==> config.mk <==
export PLATFORM = sky130hd
export DESIGN_NAME = sync_invert_bank
export DESIGN_NICKNAME = d
export VERILOG_FILES = /design/src/rtl/sync_invert_bank.sv
export SDC_FILE = /design/constraint.sdc
export NUM_CORES = 1
export LEC_CHECK = 0
export CAP_MARGIN = 20
export CORE_UTILIZATION = 45
export DETAILED_ROUTE_END_ITERATION = 8
export GPL_TIMING_DRIVEN = 0
export RECOVER_POWER = 25
export SLEW_MARGIN = 10
export SYNTH_ARGS = -nofsm -noshare
export SYNTH_HDL_FRONTEND = slang
export SYNTH_SLANG_ARGS = --single-unit
==> constraint.sdc <==
create_clock -name clk -period 3.7 [get_ports clk]
set_input_delay 0.555 -clock clk [delete_from_list [all_inputs] [get_ports clk]]
set_output_delay 0.555 -clock clk [all_outputs]
set_load 0.02 [all_outputs]
==> src/rtl/sync_invert_bank.sv <==
// Bank of independent input channels: synchroniser, programmable glitch filter
// and a per-channel output mode (pass / invert / toggle-on-rise / force-low).
module sync_invert_bank #(
  parameter int CHANNELS    = 8,
  parameter int SYNC_STAGES = 2,
  parameter int FILT_BITS   = 4,
  parameter int CH_BITS     = (CHANNELS > 1) ? $clog2(CHANNELS) : 1
) (
  input  logic                 clk,
  input  logic                 rst_n,
  input  logic                 ena,
  input  logic [CHANNELS-1:0]  in_data,
  input  logic                 cfg_wr,
  input  logic [CH_BITS-1:0]   cfg_ch,
  input  logic [1:0]           cfg_mode,
  input  logic [FILT_BITS-1:0] cfg_thresh,
  output logic [CHANNELS-1:0]  out_data,
  output logic [CHANNELS-1:0]  out_edge,
  output logic                 cfg_err
);

  localparam logic [1:0] MODE_PASS   = 2'b00;
  localparam logic [1:0] MODE_INVERT = 2'b01;
  localparam logic [1:0] MODE_TOGGLE = 2'b10;
  localparam logic [CH_BITS:0] CH_LIMIT = (CH_BITS+1)'(CHANNELS);

  logic [CHANNELS-1:0]  sync_q [SYNC_STAGES];
  logic [CHANNELS-1:0]  s;
  logic [CHANNELS-1:0]  f;
  logic [CHANNELS-1:0]  f_prev;
  logic [FILT_BITS-1:0] cnt    [CHANNELS];
  logic [1:0]           mode   [CHANNELS];
  logic [FILT_BITS-1:0] thresh [CHANNELS];
  logic [CHANNELS-1:0]  wr_hit;
  logic [CHANNELS-1:0]  out_next;
  logic                 ch_bad;

  always_ff @(posedge clk or negedge rst_n) begin
    if (!rst_n) begin
      for (int k = 0; k < SYNC_STAGES; k++) sync_q[k] <= '0;
    end else begin
      sync_q[0] <= in_data;
      for (int k = 1; k < SYNC_STAGES; k++) sync_q[k] <= sync_q[k-1];
    end
  end

  assign s      = sync_q[SYNC_STAGES-1];
  assign ch_bad = ({1'b0, cfg_ch} >= CH_LIMIT);

  always_comb begin
    wr_hit = '0;
    for (int i = 0; i < CHANNELS; i++)
      wr_hit[i] = cfg_wr && (cfg_ch == CH_BITS'(i));
  end

  // A config write clears the counter after the filter decision, so a
  // coincident filter update still lands on f while cnt ends at zero.
  always_ff @(posedge clk or negedge rst_n) begin
    if (!rst_n) begin
      f      <= '0;
      f_prev <= '0;
      for (int i = 0; i < CHANNELS; i++) begin
        cnt[i]    <= '0;
        mode[i]   <= MODE_INVERT;
        thresh[i] <= '0;
      end
    end else begin
      if (ena) f_prev <= f;
      for (int i = 0; i < CHANNELS; i++) begin
        if (ena) begin
          if (s[i] != f[i] && cnt[i] == thresh[i]) begin
            f[i]   <= s[i];
            cnt[i] <= '0;
          end else if (s[i] != f[i]) begin
            if (cnt[i] != '1) cnt[i] <= cnt[i] + FILT_BITS'(1);
          end else begin
            cnt[i] <= '0;
          end
        end
        if (wr_hit[i]) begin
          mode[i]   <= cfg_mode;
          thresh[i] <= cfg_thresh;
          cnt[i]    <= '0;
        end
      end
    end
  end

  always_comb begin
    out_next = out_data;
    for (int i = 0; i < CHANNELS; i++) begin
      case (mode[i])
        MODE_PASS:   out_next[i] = f[i];
        MODE_INVERT: out_next[i] = ~f[i];
        MODE_TOGGLE: out_next[i] = out_data[i] ^ (f[i] & ~f_prev[i]);
        default:     out_next[i] = 1'b0;
      endcase
    end
  end

  always_ff @(posedge clk or negedge rst_n) begin
    if (!rst_n) begin
      out_data <= '1;
      out_edge <= '0;
      cfg_err  <= 1'b0;
    end else begin
      cfg_err <= cfg_wr && ch_bad;
      if (ena) begin
        out_data <= out_next;
        out_edge <= out_next ^ out_data;
      end else begin
        out_edge <= '0;
      end
    end
  end

endmodule
==> results of run 1 <==
==> power by group through the flow <==
stage | Sequential, uW | Combinational [uW] | Clock, uW
2_1_floorplan | 2320 | 1160 | 0
3_5_place_dp | 2320 | 1680 | 0
5_1_grt | 2380 | 1870 | 1720
4_1_cts | 2300 | 1690 | 1660
3_3_place_gp | 2300 | 1620 | 0
6_report | 2310 | 1680 | 1620
==> path summary, 6_finish.rpt <==
kind / from / endpoint / slack, ns
worst max-delay path: out_data[4]$_DFFE_PN1P_ / out_data[4] / 1.46
worst min-delay path: sync_q[9]$_DFF_PN0_ / s[1]$_DFF_PN0_ / 0.34
worst max register to register: cnt[30]$_DFFE_PN0P_ / cnt[29]$_DFFE_PN0P_ / 2.06
worst min register to register: sync_q[9]$_DFF_PN0_ / s[1]$_DFF_PN0_ / 0.34
max in group asynchronous: rst_n / mode[6]$_DFFE_PN1N_ / 1.62
min in group asynchronous: rst_n / out_edge[7]$_DFF_PN0_ / 0.79
==> layout by cell type (no fill, tap or decap), types with 6 or more instances in the layout <==
master,synthesis,routed
clkbuf_16,0,17
inv_1,12,12
dfrtp_1,112,112
nor3_1,11,11
ha_1,8,8
nor2_1,24,24
a21oi_1,24,24
clkdlybuf4s50_1,0,22
o21ai_0,34,34
nand2_1,43,43
nand2b_1,6,6
or3_1,9,9
nand4_1,8,8
a221oi_1,6,6
nand3_1,24,24
dfstp_2,16,16
dlygate4sd3_1,0,8
xor2_1,25,25
a22oi_1,6,6
o31ai_1,6,6
mux2_2,63,63
nand3b_1,19,19
buf_2,7,7
nor3b_1,6,6
clkbuf_1,7,13
xnor2_1,24,24
==> layout make-up <==
type	count	area, um2	area share [%]
Clock buffer	25	485	6.37
Antenna cell	1	2.50	0.0328
Timing Repair Buffer	32	332	4.35
Multi-Input combinational cell	422	3100	40.7
Sequential cell	128	3220	42.3
Clock inverter	7	85.1	1.12
Inverter	12	45.0	0.591
Buffer	22	121	1.59
Tap cell	180	225	2.96
==> metrics by stage <==
stage | setup TNS, ns | std cells
after floorplan | 0 | 584
after global placement | -362.59 | 795
after detailed placement | 0 | 796
after CTS | 0 | 828
after global routing | 0 | 828
final | 0 | 829
==> flip-flops by register name, indices dropped and copies added, names as in the netlist <==
register	flops
mode	16
f_prev	8
out_edge	8
sync_q	8
thresh	32
out_data	8
f	8
cnt	32
s	8
==> routing by layer <==
metal | share of wire (%) | global-route usage [%] | vias to the layer above
li1 | - | - | 2237
met1 | 46 | 25.9 | 2347
met2 | 48 | 32.6 | 101
met3 | 4.0 | 5.90 | 19
met4 | 1.8 | 9.07 | 0
met5 | 0 | 0 | -
==> kinds of logic after synthesis <==
family          count (synthesis)  synth area share [%]
simple gates                  180                  16.1
flops                         128                  49.7
compound gates                120                  12.3
mux                            64                  11.1
xor+xnor                       49                  6.61
buf+inv                        34                  2.56
fa+ha+maj                       8                  1.54
other cells                     1                0.0578
==> flow_summary.ini, run 1 <==
[timing]
tightest_slew_ns = 2.22
skew_ns = 0.00634
post-route-period-util_pct = 60.7
slew_headroom_pct = -48.2
final-hold-violation-count = 0
rsz0062_at_grt = false
setup_viol = 0
worst_slack_ns = 1.46
min_period_ns = 2.24
drv_slew = 39
fmax_mhz = 445
whs_ns = 0.344

[synth]
synth_commonest_cells = dfrtp_1, mux2_2, nand2_1
synth_area_um2 = 6490
syn_avg_cell_area_um2 = 11.1
ys_async_sr_fraction_pct = 100
synth_top_area_share_pct = 43.2
ys.warnings.count = 0
yosysTopAreaCell = dfrtp_1
synth_area_leaders = dfrtp_1, mux2_2, dfstp_2, xor2_1, xnor2_1
ys_types = 66
synth_edf_count = 0
synth_cells = 584
ys_seq_elements = 128
syn-num-nets = 613
ys_seq_area_share_pct = 49.7
synthFlopType = dfrtp_1
post-synth-top-count-cell = dfrtp_1

[global_routing]
antenna_found_initial = 0
grt_max_degree = 91
grt_pass1_wl_um = 22800
grt_usage_pct = 20.5
grt_pass1_vias = 4579
overflow = 0

[cells_and_area]
fill_cells = 1232
drive_gt1_share_pct = 21.0
finalInstanceArea_um2 = 7620
final_util_pct = 54.5
nNetsFinal = 664
areaGrowthSynthToFinish_pct = 17.4

[worst_setup_path]
cp_max_fo = 8
crit_type = flop to output port
cp-end-kind = output port
start_kind = flop
path_cells = clkdlybuf4s50_1
critPathMaxStageDelay_ns = 0.66
crit_buf_inv = 1
ff2ff_path_depth = 4
worst-path-stages = 1
crit_family = buffers and inverters
slowest_stage = clkdlybuf4s50_1
cp.arrival_ns = 1.69
crit_required_ns = 3.14

[worst_hold_path]
hold_class = flop to flop
whs_path_depth = 0

[power]
p_per_area_nw_per_um2 = 736
p_seq_share_pct = 41.2
power.internal_uw = 3750
switchingPower_uw = 1860
peakVddDrop_v = 0.000458
comb_power_share_pct = 29.9
power_uw = 5610
p_leak_uw = 0.00319
p_sw_share_pct = 33.2
p_clk_share_pct = 29.0

[detailed_routing]
vias = 4704
drc_errors = 0
vias_per_cell = 5.67
avgRoutedWirePerCell_um = 17.0
initialDrtViolationCount = 247
wl_um = 14100
detail-route-antenna-nets = 0
dr.pass1.iters = 5

[clock_tree]
cts_hold_buffers = 0
cts_resized = 0
numCtsBuffers = 17
cts_tree = done
post_cts_buffers = 0
clock_latency_ns = 0.42
cts.sinks = 128
cts_root_buffer = clkbuf_16
cts_buffer_depth = 2
path_clk_slew_ns = 0.05
cts.htree.levels = 4

[floorplanning]
die_w_um = 122
num_rows = 43
start_util_pct = 46.4
die_height_um = 122
coreArea_um2 = 14000
io_pins = 38
fp.dieArea_um2 = 14900

[place]
pre_cts_slack_ns = 1.37
hpwl_um = 9220
portBuffers = 31
placed_area_um2 = 7050
gp_congestion = 0.864

[run_status]
status = complete, but fails checks
violations = capacitance limit, slew limit

[run]
drv_cap = 1
(Power assumes the default switching activity.)
==> inputs of run 2 (changes only) <==
--- a/config.mk
+++ b/config.mk
@@ -9,6 +9,7 @@
 export CORE_UTILIZATION = 45
 export DETAILED_ROUTE_END_ITERATION = 8
 export GPL_TIMING_DRIVEN = 0
+export PLACE_DENSITY = 0.65
 export RECOVER_POWER = 25
 export SLEW_MARGIN = 10
 export SYNTH_ARGS = -nofsm -noshare
==> constraint.sdc (replaced) <==
create_clock -name clk -period 1.8 [get_ports clk]
set_input_delay 0.27 -clock clk [delete_from_list [all_inputs] [get_ports clk]]
set_output_delay 0.27 -clock clk [all_outputs]
set_load 0.02 [all_outputs]
==> run 2 against run 1 <==
The run now ends clean. Combinational power rose by 100%. Sequential power rose by 110%. Critical path depth unchanged. First-iteration DRC count is 58% higher. Clock power is 110% higher. Sequential share of layout area shrank 0.28 points. Flip-flop and latch count unchanged. Global-route usage is 0.34 points higher. Final cell count is the same. Non-clock buffer count is 1 higher. Final area is 0.66% higher. Critical path type unchanged.
==> flow_summary.ini, run 2 (synthesized netlist as in run 1, its figures left out) <==
[run_status]
status = finished clean

[clock_tree]
post_cts_buffers = 0
cts_tree = done
numCtsBuffers = 17
cts.htree.levels = 4
cts_buffer_depth = 2
path_clk_slew_ns = 0.05
cts.sinks = 128
clock_latency_ns = 0.41
cts_root_buffer = clkbuf_16

[worst_setup_path]
crit_buf_inv = 1
crit_required_ns = 1.53
start_kind = flop
cp.arrival_ns = 1.40
worst-path-stages = 1
path_cells = dlygate4sd2_1
ff2ff_path_depth = 5
critPathMaxStageDelay_ns = 0.61
crit_family = flip-flops
crit_type = flop to output port
slowest_stage = dfstp_2
cp_max_fo = 8
cp-end-kind = output port

[cells_and_area]
layout_top_registers = cnt x32, thresh x32, mode x16
nNetsFinal = 665
final_util_pct = 54.8
n_antenna_cell = 0
stdcell_count = 829
areaGrowthSynthToFinish_pct = 18.2
mostFrequentLayoutCell = dfrtp_1
drive_gt1_share_pct = 21.3
mostFrequentLayoutCells = dfrtp_1, mux2_2, nand2_1, o21ai_0, xor2_1

[run]
drv_cap = 0

[timing]
setup_tns_ns = 0
post-route-period-util_pct = 93.0
fmax_mhz = 597
tightest_slew_ns = 0.882
whs_ns = 0.322
slew_headroom_pct = 41.2
min_period_ns = 1.67
drv_slew = 0
skew_ns = 0.00626
final-hold-violation-count = 0
setup_viol = 0
worst_slack_ns = 0.126
rsz0062_at_grt = false

[detailed_routing]
initialDrtViolationCount = 391
wl_um = 14400
vias = 4805
detail-route-antenna-nets = 0
vias_per_cell = 5.80
avgRoutedWirePerCell_um = 17.3
drc_errors = 0
dr.pass1.iters = 7

[global_routing]
overflow = 0
grt_usage_pct = 20.8
antenna_found_initial = 0
grt_pass1_wl_um = 23400
grt_pass1_vias = 4530
grt_max_degree = 75

[floorplanning]
num_rows = 43
start_util_pct = 46.4
io_pins = 38
die_w_um = 122
coreArea_um2 = 14000
die_height_um = 122
fp.dieArea_um2 = 14900

[power]
p_leak_uw = 0.00323
peakVddDrop_v = 0.000691
p_per_area_nw_per_um2 = 1520

[worst_hold_path]
whs_path_depth = 3
hold_class = primary input to flop

[place]
hpwl_um = 9380
pre_cts_slack_ns = -0.258
dp_cells = 796
gp_congestion = 0.835
portBuffers = 31
run 2: cell count changes in the layout (fill, tap and decap cells not counted), moves of 2 or more:
cell	before	now
clkbuf_8	3	7
clkdlybuf4s50_1	22	14
clkbuf_1	13	11
dlygate4sd2_1	0	8
clkinv_2	5	2
run 2: stage by stage:
step / cell area, um2 / power [uW]
after floorplan: 6490 / 7160
after global placement: 7030 / 8040
after detailed placement: 7050 / 8260
after CTS: 7660 / 11700
after global routing: 7670 / 12400
final: 7670 / 11700
run 2: what timing repair did:
| action | in CTS | in global routing |
|---|---|---|
| endpoints found under the hold margin | 50 | 0 |
| hold buffers | 1 | 0 |
| endpoints found under the setup margin | 8 | 1 |
| gates resized for setup | 8 | 1 |
run 2: path summary, 6_finish.rpt:
path                                              start                   end  slack (ns)
min in group asynchronous                         rst_n      f[3]$_DFFE_PN0P_        0.40
worst min register to register     sync_q[13]$_DFF_PN0_        s[5]$_DFF_PN0_        0.35
worst max register to register      cnt[22]$_DFFE_PN0P_      f[2]$_DFFE_PN0P_        0.18
worst min-delay path                          cfg_ch[0]  mode[15]$_DFFE_PN0N_        0.32
worst max-delay path            out_data[2]$_DFFE_PN1P_           out_data[2]        0.13
max in group asynchronous                         rst_n  mode[12]$_DFFE_PN1N_        0.65
run 2: final cells by class:
type,instances,area (um2)
fillers,1194,6320
flip-flops and latches,128,3220
multi-input cells,422,3110
clock buffers,28,537
repair buffers,33,339
well taps,180,225
plain buffers,22,121
clock inverters,4,70.1
inverters,12,45.0
run 2: routing by layer:
metal,vias up,GRT usage [%],wire length (um)
li1,2250,-,-
met1,2417,27.7,6440
met2,118,32.8,7000
met3,20,4.92,688
met4,0,8.16,256
met5,-,0,0
run 2: where the power goes:
part           internal, uW  total (uW)  switching, uW
combinational          1720        3430           1710
sequential             3790        4760            966
clock                  2290        3480           1190
total                  7810       11700           3870
==> inputs of run 3 (changes only) <==
--- a/config.mk
+++ b/config.mk
@@ -7,9 +7,10 @@
 export LEC_CHECK = 0
 export CAP_MARGIN = 20
 export CORE_UTILIZATION = 45
+export CTS_BUF_LIST = sky130_fd_sc_hd__clkbuf_4 sky130_fd_sc_hd__clkbuf_8 sky130_fd_sc_hd__clkbuf_16
 export DETAILED_ROUTE_END_ITERATION = 8
 export GPL_TIMING_DRIVEN = 0
-export PLACE_DENSITY = 0.65
+export PLACE_DENSITY = 0.73
 export RECOVER_POWER = 25
 export SLEW_MARGIN = 10
 export SYNTH_ARGS = -nofsm -noshare
==> run 3 against run 2 <==
Via count increased by 2.1%. Die area unchanged. Sequential share of layout area up 0.15 points. Worst setup slack better by 0.014 ns. Clock skew up 0.0037 ns. Clock-buffer cell count is 1 lower. Register-to-register slack got worse by 0.03 ns. Routed wire length is 2.9% higher.
==> flow_summary.ini, run 3 (synthesized netlist as in run 1, its figures left out) <==
[clock_tree]
cts.htree.levels = 4
cts_root_buffer = clkbuf_16
cts_tree = done
cts.sinks = 128
post_cts_buffers = 0
cts_buffer_depth = 2
path_clk_slew_ns = 0.05
numCtsBuffers = 17
clock_latency_ns = 0.42

[cells_and_area]
drive_gt1_share_pct = 21.9
n_antenna_cell = 0
finalInstanceArea_um2 = 7640
layout_top_registers = cnt x32, thresh x32, mode x16
fill_cells = 1192
mostFrequentLayoutCell = dfrtp_1
nNetsFinal = 665
areaGrowthSynthToFinish_pct = 17.8
mostFrequentLayoutCells = dfrtp_1, mux2_2, nand2_1, o21ai_0, xor2_1
stdcell_count = 829

[worst_setup_path]
cp-end-kind = output port
crit_required_ns = 1.53
cp_max_fo = 8
critPathMaxStageDelay_ns = 0.59
crit_type = flop to output port
r2r_slack_ns = 0.15
cp.arrival_ns = 1.39
start_kind = flop
path_cells = dlygate4sd2_1
crit_buf_inv = 1
slowest_stage = dfstp_2
crit_family = flip-flops

[detailed_routing]
vias_per_cell = 5.92
vias = 4904
wl_um = 14800
dr.pass1.iters = 5
drc_errors = 0
initialDrtViolationCount = 373
detail-route-antenna-nets = 0
avgRoutedWirePerCell_um = 17.9

[floorplanning]
num_rows = 43
start_util_pct = 46.4
die_height_um = 122
die_w_um = 122
io_pins = 38
coreArea_um2 = 14000
fp.dieArea_um2 = 14900

[place]
dp_cells = 796
portBuffers = 31
placed_area_um2 = 7050
hpwl_um = 9550
gp_congestion = 0.835

[power]
p_per_area_nw_per_um2 = 1520
peakVddDrop_v = 0.000697
p_leak_uw = 0.00323

[run]
drv_cap = 0

[global_routing]
grt_usage_pct = 21.3
grt_max_degree = 77
overflow = 0
antenna_found_initial = 0
grt_pass1_wl_um = 23700
grt_pass1_vias = 4935

[timing]
fmax_mhz = 602
min_period_ns = 1.66
slew_headroom_pct = 40.0
tightest_slew_ns = 0.901
skew_ns = 0.00993
rsz0062_at_grt = false
final-hold-violation-count = 0
post-route-period-util_pct = 92.2
drv_slew = 0
setup_viol = 0

[worst_hold_path]
hold_class = primary input to flop

[run_status]
status = finished clean
-- run 3: changes by cell type in the layout (fill, tap and decap cells not counted), sizes merged --
cell    change
bufinv      -1
clkbuf      -1
clkinv      +2
-- run 3: worst paths after layout --
path,endpoint,cells past startpoint,from
max,out_data[4],1,out_data[4]$_DFFE_PN1P_
min,thresh[30]$_DFFE_PN0N_,3,cfg_ch[1]
max reg2reg,cnt[4]$_DFFE_PN0P_,4,cnt[7]$_DFFE_PN0P_
min reg2reg,s[0]$_DFF_PN0_,0,sync_q[8]$_DFF_PN0_
max in group asynchronous,out_data[4]$_DFFE_PN1P_,3,rst_n
min in group asynchronous,s[3]$_DFF_PN0_,2,rst_n
-- run 3: what timing repair did --
action | in CTS | in global routing
hold buffers | 1 | 0
setup endpoints to repair | 8 | 0
gates resized for setup | 8 | 0
hold endpoints to repair | 47 | 0
-- run 3: stage by stage --
stage / hold slack [ns] / util, % / worst slack, ns / TNS (ns) / power [uW]
after global placement: 0.334 / 50.2 / -4.49 / -550.39 / 8000
after detailed placement: 0.263 / 50.4 / -0.272 / -1.93 / 8290
after global routing: 0.317 / 54.6 / 0.0583 / 0 / 12300
final: 0.321 / 54.6 / 0.140 / 0 / 11600
after CTS: 0.274 / 54.6 / 0.113 / 0 / 11600
after floorplan: -0.0256 / - / 0.323 / 0 / 7160
-- run 3: tightest hold or removal path, cell delays in order --
cell	delay (ns)
buf_6	0.11
nor4b_4	0.09
mux2_2	0.23
-- run 3: cell type report --
class	count	area [um2]	area share, %
Inverter	12	45.0	0.589
Timing Repair Buffer	33	339	4.44
Clock buffer	27	538	7.04
Buffer	22	121	1.59
Sequential cell	128	3220	42.2
Tap cell	180	225	2.95
Multi-Input combinational cell	422	3100	40.6
Clock inverter	5	50.0	0.655
-- run 3: layer usage --
| layer | part of all wire [%] | up-vias | track usage [%] |
|---|---|---|---|
| met3 | 5.0 | 50 | 5.76 |
| li1 | - | 2249 | - |
| met1 | 43 | 2445 | 25.7 |
| met2 | 48 | 160 | 33.6 |
| met4 | 4.0 | 0 | 13.7 |
| met5 | 0 | - | 0 |
-- run 3: where the power goes --
part / total [uW] / switching (uW) / internal, uW
registers: 4790 / 995 / 3790
logic: 3450 / 1720 / 1720
clock network: 3360 / 1190 / 2170
total: 11600 / 3910 / 7690
